<file path="src/rtl/uart_tx_arbiter_pkg.sv">
// uart_tx_arbiter_pkg
//   Shared definitions for the uart_tx message arbiter:
//   - arb_state_t : FSM state encoding (ST_IDLE / ST_SEND / ST_DRAIN)
//   - DEFAULT_TIMEOUT_CYCLES : mid-message stall limit (1 ms at 27 MHz)
//   - rr_distance() : round-robin search distance of a requester index
package uart_tx_arbiter_pkg;

  typedef enum logic [1:0] {
    ST_IDLE  = 2'd0,  // no owner
    ST_SEND  = 2'd1,  // forwarding bytes from the owner
    ST_DRAIN = 2'd2   // last byte queued, waiting for uart_tx to take it
  } arb_state_t;

  localparam int DEFAULT_TIMEOUT_CYCLES = 27_000;

  // Position of requester idx in the search order that starts just after
  // last_idx: last_idx+1 -> 0, last_idx+2 -> 1, ..., last_idx -> n-1.
  function automatic int rr_distance(input int idx, input int last_idx, input int n);
    int d;
    d = idx - last_idx - 1;
    if (d < 0) d = d + n;
    return d;
  endfunction

endpackage

</file>
<file path="src/rtl/uart_tx_arbiter_picker.sv">
// rr_priority_picker
//   Combinational round-robin picker. The search starts at
//   (last_idx+1) mod N and returns the first requesting index.
// Ports:
//   req      in  N        request vector
//   last_idx in  log2(N)  most recently served index
//   gnt      out N        one-hot winner (all zero when req is all zero)
//   gnt_idx  out log2(N)  binary winner index (valid when |req)
module rr_priority_picker
  import uart_tx_arbiter_pkg::*;
#(
  parameter int N = 2
) (
  input  logic [N-1:0]         req,
  input  logic [$clog2(N)-1:0] last_idx,
  output logic [N-1:0]         gnt,
  output logic [$clog2(N)-1:0] gnt_idx
);

  localparam int IW = $clog2(N);

  logic w_found;

  // Scan distances in increasing order; the first requester found at the
  // smallest distance from last_idx wins.
  always_comb begin
    gnt     = '0;
    gnt_idx = '0;
    w_found = 1'b0;
    for (int k = 0; k < N; k++) begin
      for (int i = 0; i < N; i++) begin
        if (!w_found && req[i] && (rr_distance(i, int'(last_idx), N) == k)) begin
          w_found = 1'b1;
          gnt[i]  = 1'b1;
          gnt_idx = IW'(i);
        end
      end
    end
  end

endmodule

</file>
<file path="src/rtl/uart_tx_arbiter.sv">
// uart_tx_arbiter
//   Message-granular round-robin arbiter sharing one uart_tx serializer
//   between NUM_REQ byte-stream requesters. An owner keeps the grant from
//   its first byte through its last byte; a watchdog revokes the grant if
//   the owner stalls mid-message with the output register empty.
// Ports:
//   clk, rst_n         clock, asynchronous active-low reset
//   req_data           8*NUM_REQ bytes, requester i in [8i+7:8i]
//   req_valid/last     per-requester byte valid / end-of-message
//   req_ready          per-requester byte taken this cycle
//   tx_data/_valid     byte offered to uart_tx
//   tx_data_ready      uart_tx idle and accepting
//   grant              one-hot owner, zero when idle
//   busy               message in progress (state != IDLE)
//   timeout_pulse      one-cycle pulse when the watchdog revokes a grant
//   dbg_state          current FSM state (arb_state_t encoding)
//
// Handshakes (both sides): a byte moves in a cycle where valid and ready
// are both high. valid, once raised, holds with stable data until that
// cycle; ready may be driven from valid-independent state only.
module uart_tx_arbiter
  import uart_tx_arbiter_pkg::*;
#(
  parameter int NUM_REQ        = 2,
  parameter int TIMEOUT_CYCLES = DEFAULT_TIMEOUT_CYCLES
) (
  input  logic                   clk,
  input  logic                   rst_n,
  input  logic [8*NUM_REQ-1:0]   req_data,
  input  logic [NUM_REQ-1:0]     req_valid,
  input  logic [NUM_REQ-1:0]     req_last,
  output logic [NUM_REQ-1:0]     req_ready,
  output logic [7:0]             tx_data,
  output logic                   tx_data_valid,
  input  logic                   tx_data_ready,
  output logic [NUM_REQ-1:0]     grant,
  output logic                   busy,
  output logic                   timeout_pulse,
  output logic [1:0]             dbg_state
);

  localparam int IW  = $clog2(NUM_REQ);
  localparam int WDW = $clog2(TIMEOUT_CYCLES);
  localparam logic [WDW-1:0] WD_LAST      = WDW'(TIMEOUT_CYCLES - 1);
  localparam logic [IW-1:0]  LAST_IDX_RST = IW'(NUM_REQ - 1);

  arb_state_t           r_state;
  arb_state_t           w_state_nxt;
  logic [IW-1:0]        r_owner;
  logic [IW-1:0]        r_last_grant;
  logic [NUM_REQ-1:0]   r_grant;
  logic [7:0]           r_tx_data;
  logic                 r_tx_valid;
  logic [WDW-1:0]       r_wdog;

  logic [NUM_REQ-1:0]   w_pick_gnt;
  logic [IW-1:0]        w_pick_idx;
  logic                 w_own_valid;
  logic                 w_own_last;
  logic [7:0]           w_own_data;
  logic                 w_take;
  logic                 w_xfer;
  logic                 w_timeout;
  logic                 w_wd_run;
  logic                 w_release;

  rr_priority_picker #(
    .N (NUM_REQ)
  ) u_picker (
    .req      (req_valid),
    .last_idx (r_last_grant),
    .gnt      (w_pick_gnt),
    .gnt_idx  (w_pick_idx)
  );

  // Owner's request lane.
  always_comb begin
    w_own_valid = 1'b0;
    w_own_last  = 1'b0;
    w_own_data  = '0;
    for (int i = 0; i < NUM_REQ; i++) begin
      if (r_owner == IW'(i)) begin
        w_own_valid = req_valid[i];
        w_own_last  = req_last[i];
        w_own_data  = req_data[8*i +: 8];
      end
    end
  end

  assign w_xfer = r_tx_valid & tx_data_ready;

  // Next-state and handshake decode.
  always_comb begin
    w_state_nxt = r_state;
    req_ready   = '0;
    w_take      = 1'b0;
    w_timeout   = 1'b0;
    w_wd_run    = 1'b0;
    w_release   = 1'b0;
    case (r_state)
      ST_IDLE: begin
        if (|req_valid) w_state_nxt = ST_SEND;
      end
      ST_SEND: begin
        // Only accept when the output register is empty, so a pending byte
        // is never overwritten.
        for (int i = 0; i < NUM_REQ; i++) begin
          if (r_owner == IW'(i)) req_ready[i] = tx_data_ready & ~r_tx_valid;
        end
        w_take = w_own_valid & tx_data_ready & ~r_tx_valid;
        if (w_take) begin
          if (w_own_last) w_state_nxt = ST_DRAIN;
        end else if (!r_tx_valid && !w_own_valid) begin
          // Watchdog only counts with the output empty and the owner silent.
          if (r_wdog == WD_LAST) begin
            w_timeout   = 1'b1;
            w_release   = 1'b1;
            w_state_nxt = ST_IDLE;
          end else begin
            w_wd_run = 1'b1;
          end
        end
      end
      ST_DRAIN: begin
        if (w_xfer) begin
          w_release   = 1'b1;
          w_state_nxt = ST_IDLE;
        end
      end
      default: w_state_nxt = ST_IDLE;
    endcase
  end

  always_ff @(posedge clk or negedge rst_n) begin
    if (!rst_n) r_state <= ST_IDLE;
    else        r_state <= w_state_nxt;
  end

  always_ff @(posedge clk or negedge rst_n) begin
    if (!rst_n) begin
      r_owner      <= '0;
      r_last_grant <= LAST_IDX_RST;
      r_grant      <= '0;
      r_tx_data    <= 8'h00;
      r_tx_valid   <= 1'b0;
      r_wdog       <= '0;
    end else begin
      if ((r_state == ST_IDLE) && (|req_valid)) begin
        r_grant <= w_pick_gnt;
        r_owner <= w_pick_idx;
        r_wdog  <= '0;
      end
      if (w_take) begin
        r_tx_data  <= w_own_data;
        r_tx_valid <= 1'b1;
        r_wdog     <= '0;
      end else if (w_xfer) begin
        r_tx_valid <= 1'b0;
      end
      if (w_wd_run) r_wdog <= r_wdog + 1'b1;
      if (w_release) begin
        r_last_grant <= r_owner;
        r_grant      <= '0;
        r_wdog       <= '0;
      end
    end
  end

  assign grant         = r_grant;
  assign tx_data       = r_tx_data;
  assign tx_data_valid = r_tx_valid;
  assign busy          = (r_state != ST_IDLE);
  assign timeout_pulse = w_timeout;
  assign dbg_state     = r_state;

endmodule

</file>
<file path="config.mk">
export PLATFORM = sky130hd
export DESIGN_NAME = uart_tx_arbiter
export DESIGN_NICKNAME = d
export VERILOG_FILES = /design/src/rtl/uart_tx_arbiter_pkg.sv /design/src/rtl/uart_tx_arbiter_picker.sv /design/src/rtl/uart_tx_arbiter.sv
export SDC_FILE = /design/constraint.sdc
export NUM_CORES = 1
export LEC_CHECK = 0
export CAP_MARGIN = 15
export CORE_MARGIN = 2
export CORE_UTILIZATION = 46
export DETAILED_ROUTE_END_ITERATION = 12
export PLACE_DENSITY = 0.74
export SYNTH_ARGS = -nofsm -noshare
export SYNTH_HDL_FRONTEND = slang
export SYNTH_SLANG_ARGS = --single-unit
</file>
<file path="constraint.sdc">
create_clock -name clk -period 2.6 [get_ports clk]
set_clock_uncertainty 0.05 [all_clocks]
set_input_delay 0.39 -clock clk [delete_from_list [all_inputs] [get_ports clk]]
set_output_delay 0.39 -clock clk [all_outputs]
set_load 0.02 [all_outputs]
</file>
==> results of run 1 <==
[stage by stage]
stage / utilization [%] / cell area, um^2
floorplan: - / 1750
global placement: 62.7 / 2290
detailed placement: 62.7 / 2290
CTS: 64.9 / 2380
global route: 64.9 / 2380
finish: 64.9 / 2380
[what timing repair did]
action,in CTS,in global routing
buffers inserted,0,0
hold buffers,0,0
endpoints found under the setup margin,1,0
gates resized for setup,1,0
[synthesized netlist by cell type (2+ instances only)]
cell / instances
nor2_1: 21
a211oi_1: 4
mux2i_1: 12
nand2_1: 15
a22o_2: 2
a21oi_1: 14
nand3_1: 10
o22ai_1: 2
or3_1: 2
ha_1: 4
nor3_1: 6
o21ai_0: 16
a21oi_2: 5
and3_1: 3
nand4_1: 3
clkbuf_1: 3
inv_1: 8
nand4b_1: 2
dfrtp_1: 29
a21boi_0: 2
a22o_1: 2
nand2b_1: 2
[power by group]
part	internal, mW	switching [mW]	leakage (nW)
clock	0.185	0.171	0.0450
combinational	0.595	0.651	0.614
sequential	0.590	0.0743	0.379
total	1.37	0.897	1.04
[per-layer routing]
metal	GRT usage [%]	vias to the layer above
met5	0	-
met4	7.03	0
met3	4.28	2
met2	32.4	41
met1	27.5	742
li1	-	801
[worst max-delay path: cells and delay by family (launching register included)]
family                   cells  cell delay [ns]
AND/OR/NAND/NOR              3             0.90
adder cells (fa/ha/maj)      1             0.18
flip-flops                   1             0.35
buffers and inverters        1             0.35
[worst max-delay path by stage]
stage	from	endpoint	slack [ns]	cells past startpoint
floorplan	r_wdog[0]	r_last_grant	0.32	6
detailed placement	req_valid[1]	timeout_pulse	0.09	5
global placement	req_valid[1]	timeout_pulse	0.13	5
finish	r_wdog[1]	timeout_pulse	0.10	5
CTS	r_wdog[1]	timeout_pulse	0.12	5
global route	r_wdog[1]	timeout_pulse	0.01	5
[cells in the final DEF, fill, tap and decap left out, types with 5 or more instances in the layout]
master and n:
dfrtp_1 29, clkbuf_8 5, nand3_1 10, clkdlybuf4s50_1 38, buf_4 16, o21ai_0 16, a21oi_1 14, inv_1 8
mux2i_1 12, nor3_1 6, a21oi_2 5, nand2_1 15, nor2_1 21
[registers in the layout (all words and copies together) (netlist names)]
register,flops
dbg_state,2
grant,2
r_last_grant,1
r_owner,1
r_wdog,15
tx_data,8
tx_data_valid,1
[cells by family (layout without fill, tap and decap cells)]
logic type	Yosys count	count (layout)	synth area share, %
multiplexers	13	13	7.51
XOR/XNOR	1	1	0.501
AND/OR/NAND/NOR	73	73	21.5
adder cells (fa/ha/maj)	4	4	2.86
flip-flops	30	30	43.0
AO/OA/AOI/OAI	53	53	20.3
buffers and inverters	15	72	4.29
[cell type report]
type | instances | area [um^2]
multi-input combinational | 144 | 922
clock buffer | 6 | 72.6
timing repair buffer | 56 | 529
clock inverter | 2 | 10.0
tap | 48 | 60.1
sequential | 30 | 752
fill | 313 | 1280
inverter | 8 | 30.0
==> metrics.md, run 1 <==
| Metric | Value |
|---|---|
| Outcome | finished, final reports clean |
| Hold EP | r_wdog[14] |
| Detailed placement HPWL | 3000 um |
| M1 wire length | 1790 um |
| Pre-CTS setup slack | 0.0948 ns |
| GRT Util Overall | between 20% and 30% |
| Post-DRT Antenna Nets | 0 |
| Max stage delay on crit path | slightly below 0.6 ns |
| TNS Setup | 0 ns |
| Drt pass-1 iters | 4 |
| Mapped Nets | 216 |
| CTS tree | done |
| Nets@finish | between 200 and 300 |
| Die height | about 66 um |
| Hold WS | around 0.44 ns |
| Worst Hold Depth | 1 |
| R2R depth | 7 |
| Top-area cell type share of the netlist area | between 40% and 50% |
| Hold Path Class | reg2reg |
| Ant diodes | 0 |
| Crit path max fanout | 3 |
| Post-route DRC violation count | 0 |
| Unrepaired setup endpoints after global routing | no |
| Share of layout cells above drive strength 1 | between 15 and 20% |
| Vias after detailed routing | around 1600 |
| Synthesized flop and latch total | 30 |
| Critical setup path kind | reg2out |
| Clk_lat worst skew | between 0.2 and 0.3 ns |
| Layout Cells excl Fill | about 300 |
| Ys Warns | 0 |
| Io pins | 40 |
| Met2 wire len | approximately 2000 um |
| Critical-path top delay cell | or4_4 |
| Worst-path cell chain | ha_1, nand4b_1, or4_4, nor2_1, dlygate4sd2_1 |
| Die ar. | 4310 um^2 |
| Area growth, synth to finish | 35.8% |
| Vias in the first global route | 1478 |
| Hold violation total from the final report | 0 |
| Register area share after synthesis | a little over two fifths |
| Leak pwr | 1.04 nW |
| Register clock-pin slew on the reported worst setup and hold paths | ~0.070 ns |
| Syn_area_per_cell | a little over 9 um^2 |
| Row count | 22 |
| Total CTS buffers | 5 |
| Number of synthesized flops with an enable pin | 0 |
| Startpoint Class | flip-flop |
| Post-synth ARST share | 100% |
| Clock buffer depth | 2 |
| Final Max Tran Viols | 0 |
| Reg2reg start | r_wdog[1] |
| Synthesized area | between 1500 and 2000 um^2 |
| H-tree Lvls | 2 |
| Required time worst endpoint | 2.16 ns |
| Crit path DAT | approximately 2.1 ns |
| 1st-iter DRT viols | 101 |
| Highest routed metal layer | met4 |
| Placed Cells | between 200 and 300 |
| Length of routed met3 wiring | 197 um |
| Initial core utilization | between 40 and 50% |
| Synth Flop Type | dfrtp_1 |
| DR WL/cell | 13.6 um |
| Final WS setup | 0.105 ns |
| PwrDens | between 900 and 1000 nW/um^2 |
| Tcrit/Tclk final | 96.0% |
| Clock sinks | 30 |
| Routability cong. | between 0.8 and 0.9 |
| Core area | about 3700 um^2 |
| Relative slew slack | approximately 72% |
| Vias per cell | between 5 and 6 |
| Remaining Overflow, GRT | 0 |
| Worst VDD drop | 598 uV |
| Pin count of the biggest net entering global routing | 31 |
| Max_cap viols | 0 |
| Fin crit period | between 2 and 2.5 ns |
| IO Port Bufs | 39 |
| Fmax | about 400 MHz |
| Leading area contributor after synthesis | dfrtp_1 |
| Worst R2R Setup Slack | roughly 0.38 ns |
| Area contributors post-synth | dfrtp_1 41%, mux2i_1 6.9%, o21ai_0 4.6%, nor2_1 4.5%, a21oi_1 4.0% |
| Final setup vio count | 0 |
| Hold_sp | r_wdog[14] |
| Horiz. Die Dim | about 66 um |
| CTS root buffer | clkbuf_8 |
| Distinct cell type count after synthesis | 44 |
| Worst setup EP type | primary output |
| Total power | about 2.3 mW |
| Final WL | 3990 um |
| First-pass GRT wire length | 6770 um |
| Initial antenna violation count | 0 |
| Crit Reg-Reg Endpoint | r_wdog[12] |
| Slew @ Worst Pin | ~0.4 ns |
| Syn Inst Count | approximately 190 |
No activity file was read; power rests on OpenSTA's default activity.
==> inputs of run 2 (changes only) <==
MAX_ROUTING_LAYER = met4   (was unset)
PLACE_DENSITY = 0.8   (was 0.74)
REMOVE_ABC_BUFFERS = 1   (was unset)
==> metrics.md, run 2 (synthesis gave the netlist of run 1 again) <==
| Metric | Value |
|---|---|
| Outcome | finished, final reports clean |
| Row count | 22 |
| Clk_lat worst skew | roughly 0.28 ns |
| Area growth, synth to finish | 36.7% |
| Total power | 2.27 mW |
| Crit path DAT | ~2.1 ns |
| Most common cell after layout, fill and taps aside | clkdlybuf4s50_1 |
| H-tree Lvls | 2 |
| Most frequent cells in the layout | 38 x clkdlybuf4s50_1, 29 x dfrtp_1, 21 x nor2_1 |
| Critical setup path kind | reg2out |
| Hold Path Class | in2async |
| Crit. Startpoint | r_wdog[9] |
| Clock buffer depth | 2 |
| Final setup vio count | 0 |
| Startpoint Class | flip-flop |
| Reg2reg start | r_wdog[9] |
| Vias in the first global route | about 1500 |
| Initial antenna violation count | 0 |
| DR WL/cell | 14.3 um |
| Multi-input gate area | between 900 and 1000 um^2 |
| Leak pwr | 1.05 nW |
| Register clock-pin slew on the reported worst setup and hold paths | roughly 0.070 ns |
| Crit path max fanout | 6 |
| Layout Cells excl Fill | ~300 |
| Die ar. | about 4300 um^2 |
| CTS tree | done |
| Placed Cells | 288 |
| Clock sinks | 30 |
| Die height | 65.7 um |
| 1st-iter DRT viols | 50 |
| Post-route DRC violation count | 0 |
| Unrepaired setup endpoints after global routing | no |
| Drt pass-1 iters | 4 |
| Register Area | 752 um^2 |
| Vias per cell | roughly 5.6 |
| Io pins | 40 |
| Setup Buffers After CTS | 0 |
| Required time worst endpoint | ~2.2 ns |
| Worst setup EP type | primary output |
| Detailed placement HPWL | 3200 um |
| GRT Util Overall | between 20% and 30% |
| Remaining Overflow, GRT | 0 |
| Final WS setup | about 0.059 ns |
| Worst VDD drop | 685 uV |
| First-pass GRT wire length | around 6800 um |
| Post-DRT Antenna Nets | 0 |
| Total CTS buffers | 5 |
| Hold violation total from the final report | 0 |
| Number of flip-flops in the largest register | 15 |
| Initial core utilization | 47.8% |
| Routability cong. | slightly below 0.9 |
| Pre-CTS setup slack | about 0.11 ns |
| Pin count of the biggest net entering global routing | 31 |
| Nets@finish | 274 |
| Reg with most FFs | r_wdog |
| Tcrit/Tclk final | 97.7% |
| Vias after detailed routing | between 1500 and 2000 |
| Slew @ Worst Pin | ~0.47 ns |
| Share of layout cells above drive strength 1 | 17.3% |
| Hold WS | between 0.4 and 0.5 ns |
| Horiz. Die Dim | about 66 um |
| Fmax | ~400 MHz |
| Core area | between 3000 and 4000 um^2 |
| Relative slew slack | between 60 and 70% |
| Final WL | around 4200 um |
| Max_cap viols | 0 |
| Filler instances | approximately 310 |
| CTS root buffer | clkbuf_8 |
| Hold-fix buffers, CTS | 0 |
| Fin crit period | approximately 2.5 ns |
| TNS Setup | 0 ns |
| Final Max Tran Viols | 0 |
| Ant diodes | 0 |
| IO Port Bufs | 39 |
| PwrDens | around 950 nW/um^2 |
-- run 2: cell count changes in the layout (fill, tap and decap cells not counted) --
| cell | delta |
|---|---|
| clkbuf_8 | +1 |
| clkinv_2 | -1 |
| buf_12 | -1 |
| buf_4 | +3 |
| clkinvlp_4 | +1 |
| clkbuf_1 | -1 |
-- run 2: area by class of cell --
cell class | count | share of cell area [%]
Timing Repair Buffer | 58 | 22.2
Sequential cell | 30 | 31.4
Clock inverter | 2 | 0.523
Inverter | 8 | 1.26
Tap cell | 48 | 2.51
Multi-Input combinational cell | 144 | 38.6
Clock buffer | 6 | 3.45
-- run 2: stage by stage --
step | util, % | instance area (um^2)
global placement | 62.7 | 2300
finish | 65.3 | 2390
CTS | 65.3 | 2390
detailed placement | 62.7 | 2300
floorplan | - | 1700
global route | 65.3 | 2390
-- run 2: what timing repair did --
item                       CTS  global route
gates resized for setup      1             0
hold endpoints to repair     0             0
setup endpoints to repair    1             0
-- run 2: power breakdown --
part / switching [mW] / total (mW) / internal, mW
combinational: 0.650 / 1.21 / 0.562
sequential: 0.0727 / 0.663 / 0.590
clock: 0.181 / 0.394 / 0.212
total: 0.904 / 2.27 / 1.36
-- run 2: path summary, 6_finish.rpt --
path                            endpoint  slack (ns)  depth (start not counted)
min in group clk              r_wdog[14]        0.48                          1
max in group asynchronous   r_last_grant        1.75                          2
max reg2reg                    r_wdog[6]        0.31                          6
min reg2reg                   r_wdog[14]        0.48                          1
min                           tx_data[3]        0.44                          2
max                        timeout_pulse        0.06                          4
-- run 2: routing by layer --
metal	track usage (%)	up-vias	part of all wire, %	wire length, um
met2	35.1	48	48	2030
met4	5.73	0	0.99	42
met3	3.94	5	5.7	241
li1	-	801	-	-
met5	-	-	0	0
met1	27.4	790	45	1910
-- run 2: critical path: stages (launching register included) --
cell and delay (ns):
dfrtp_1 0.42, or3_1 0.40, or4_4 0.47, nor2_1 0.17, dlygate4sd2_1 0.36
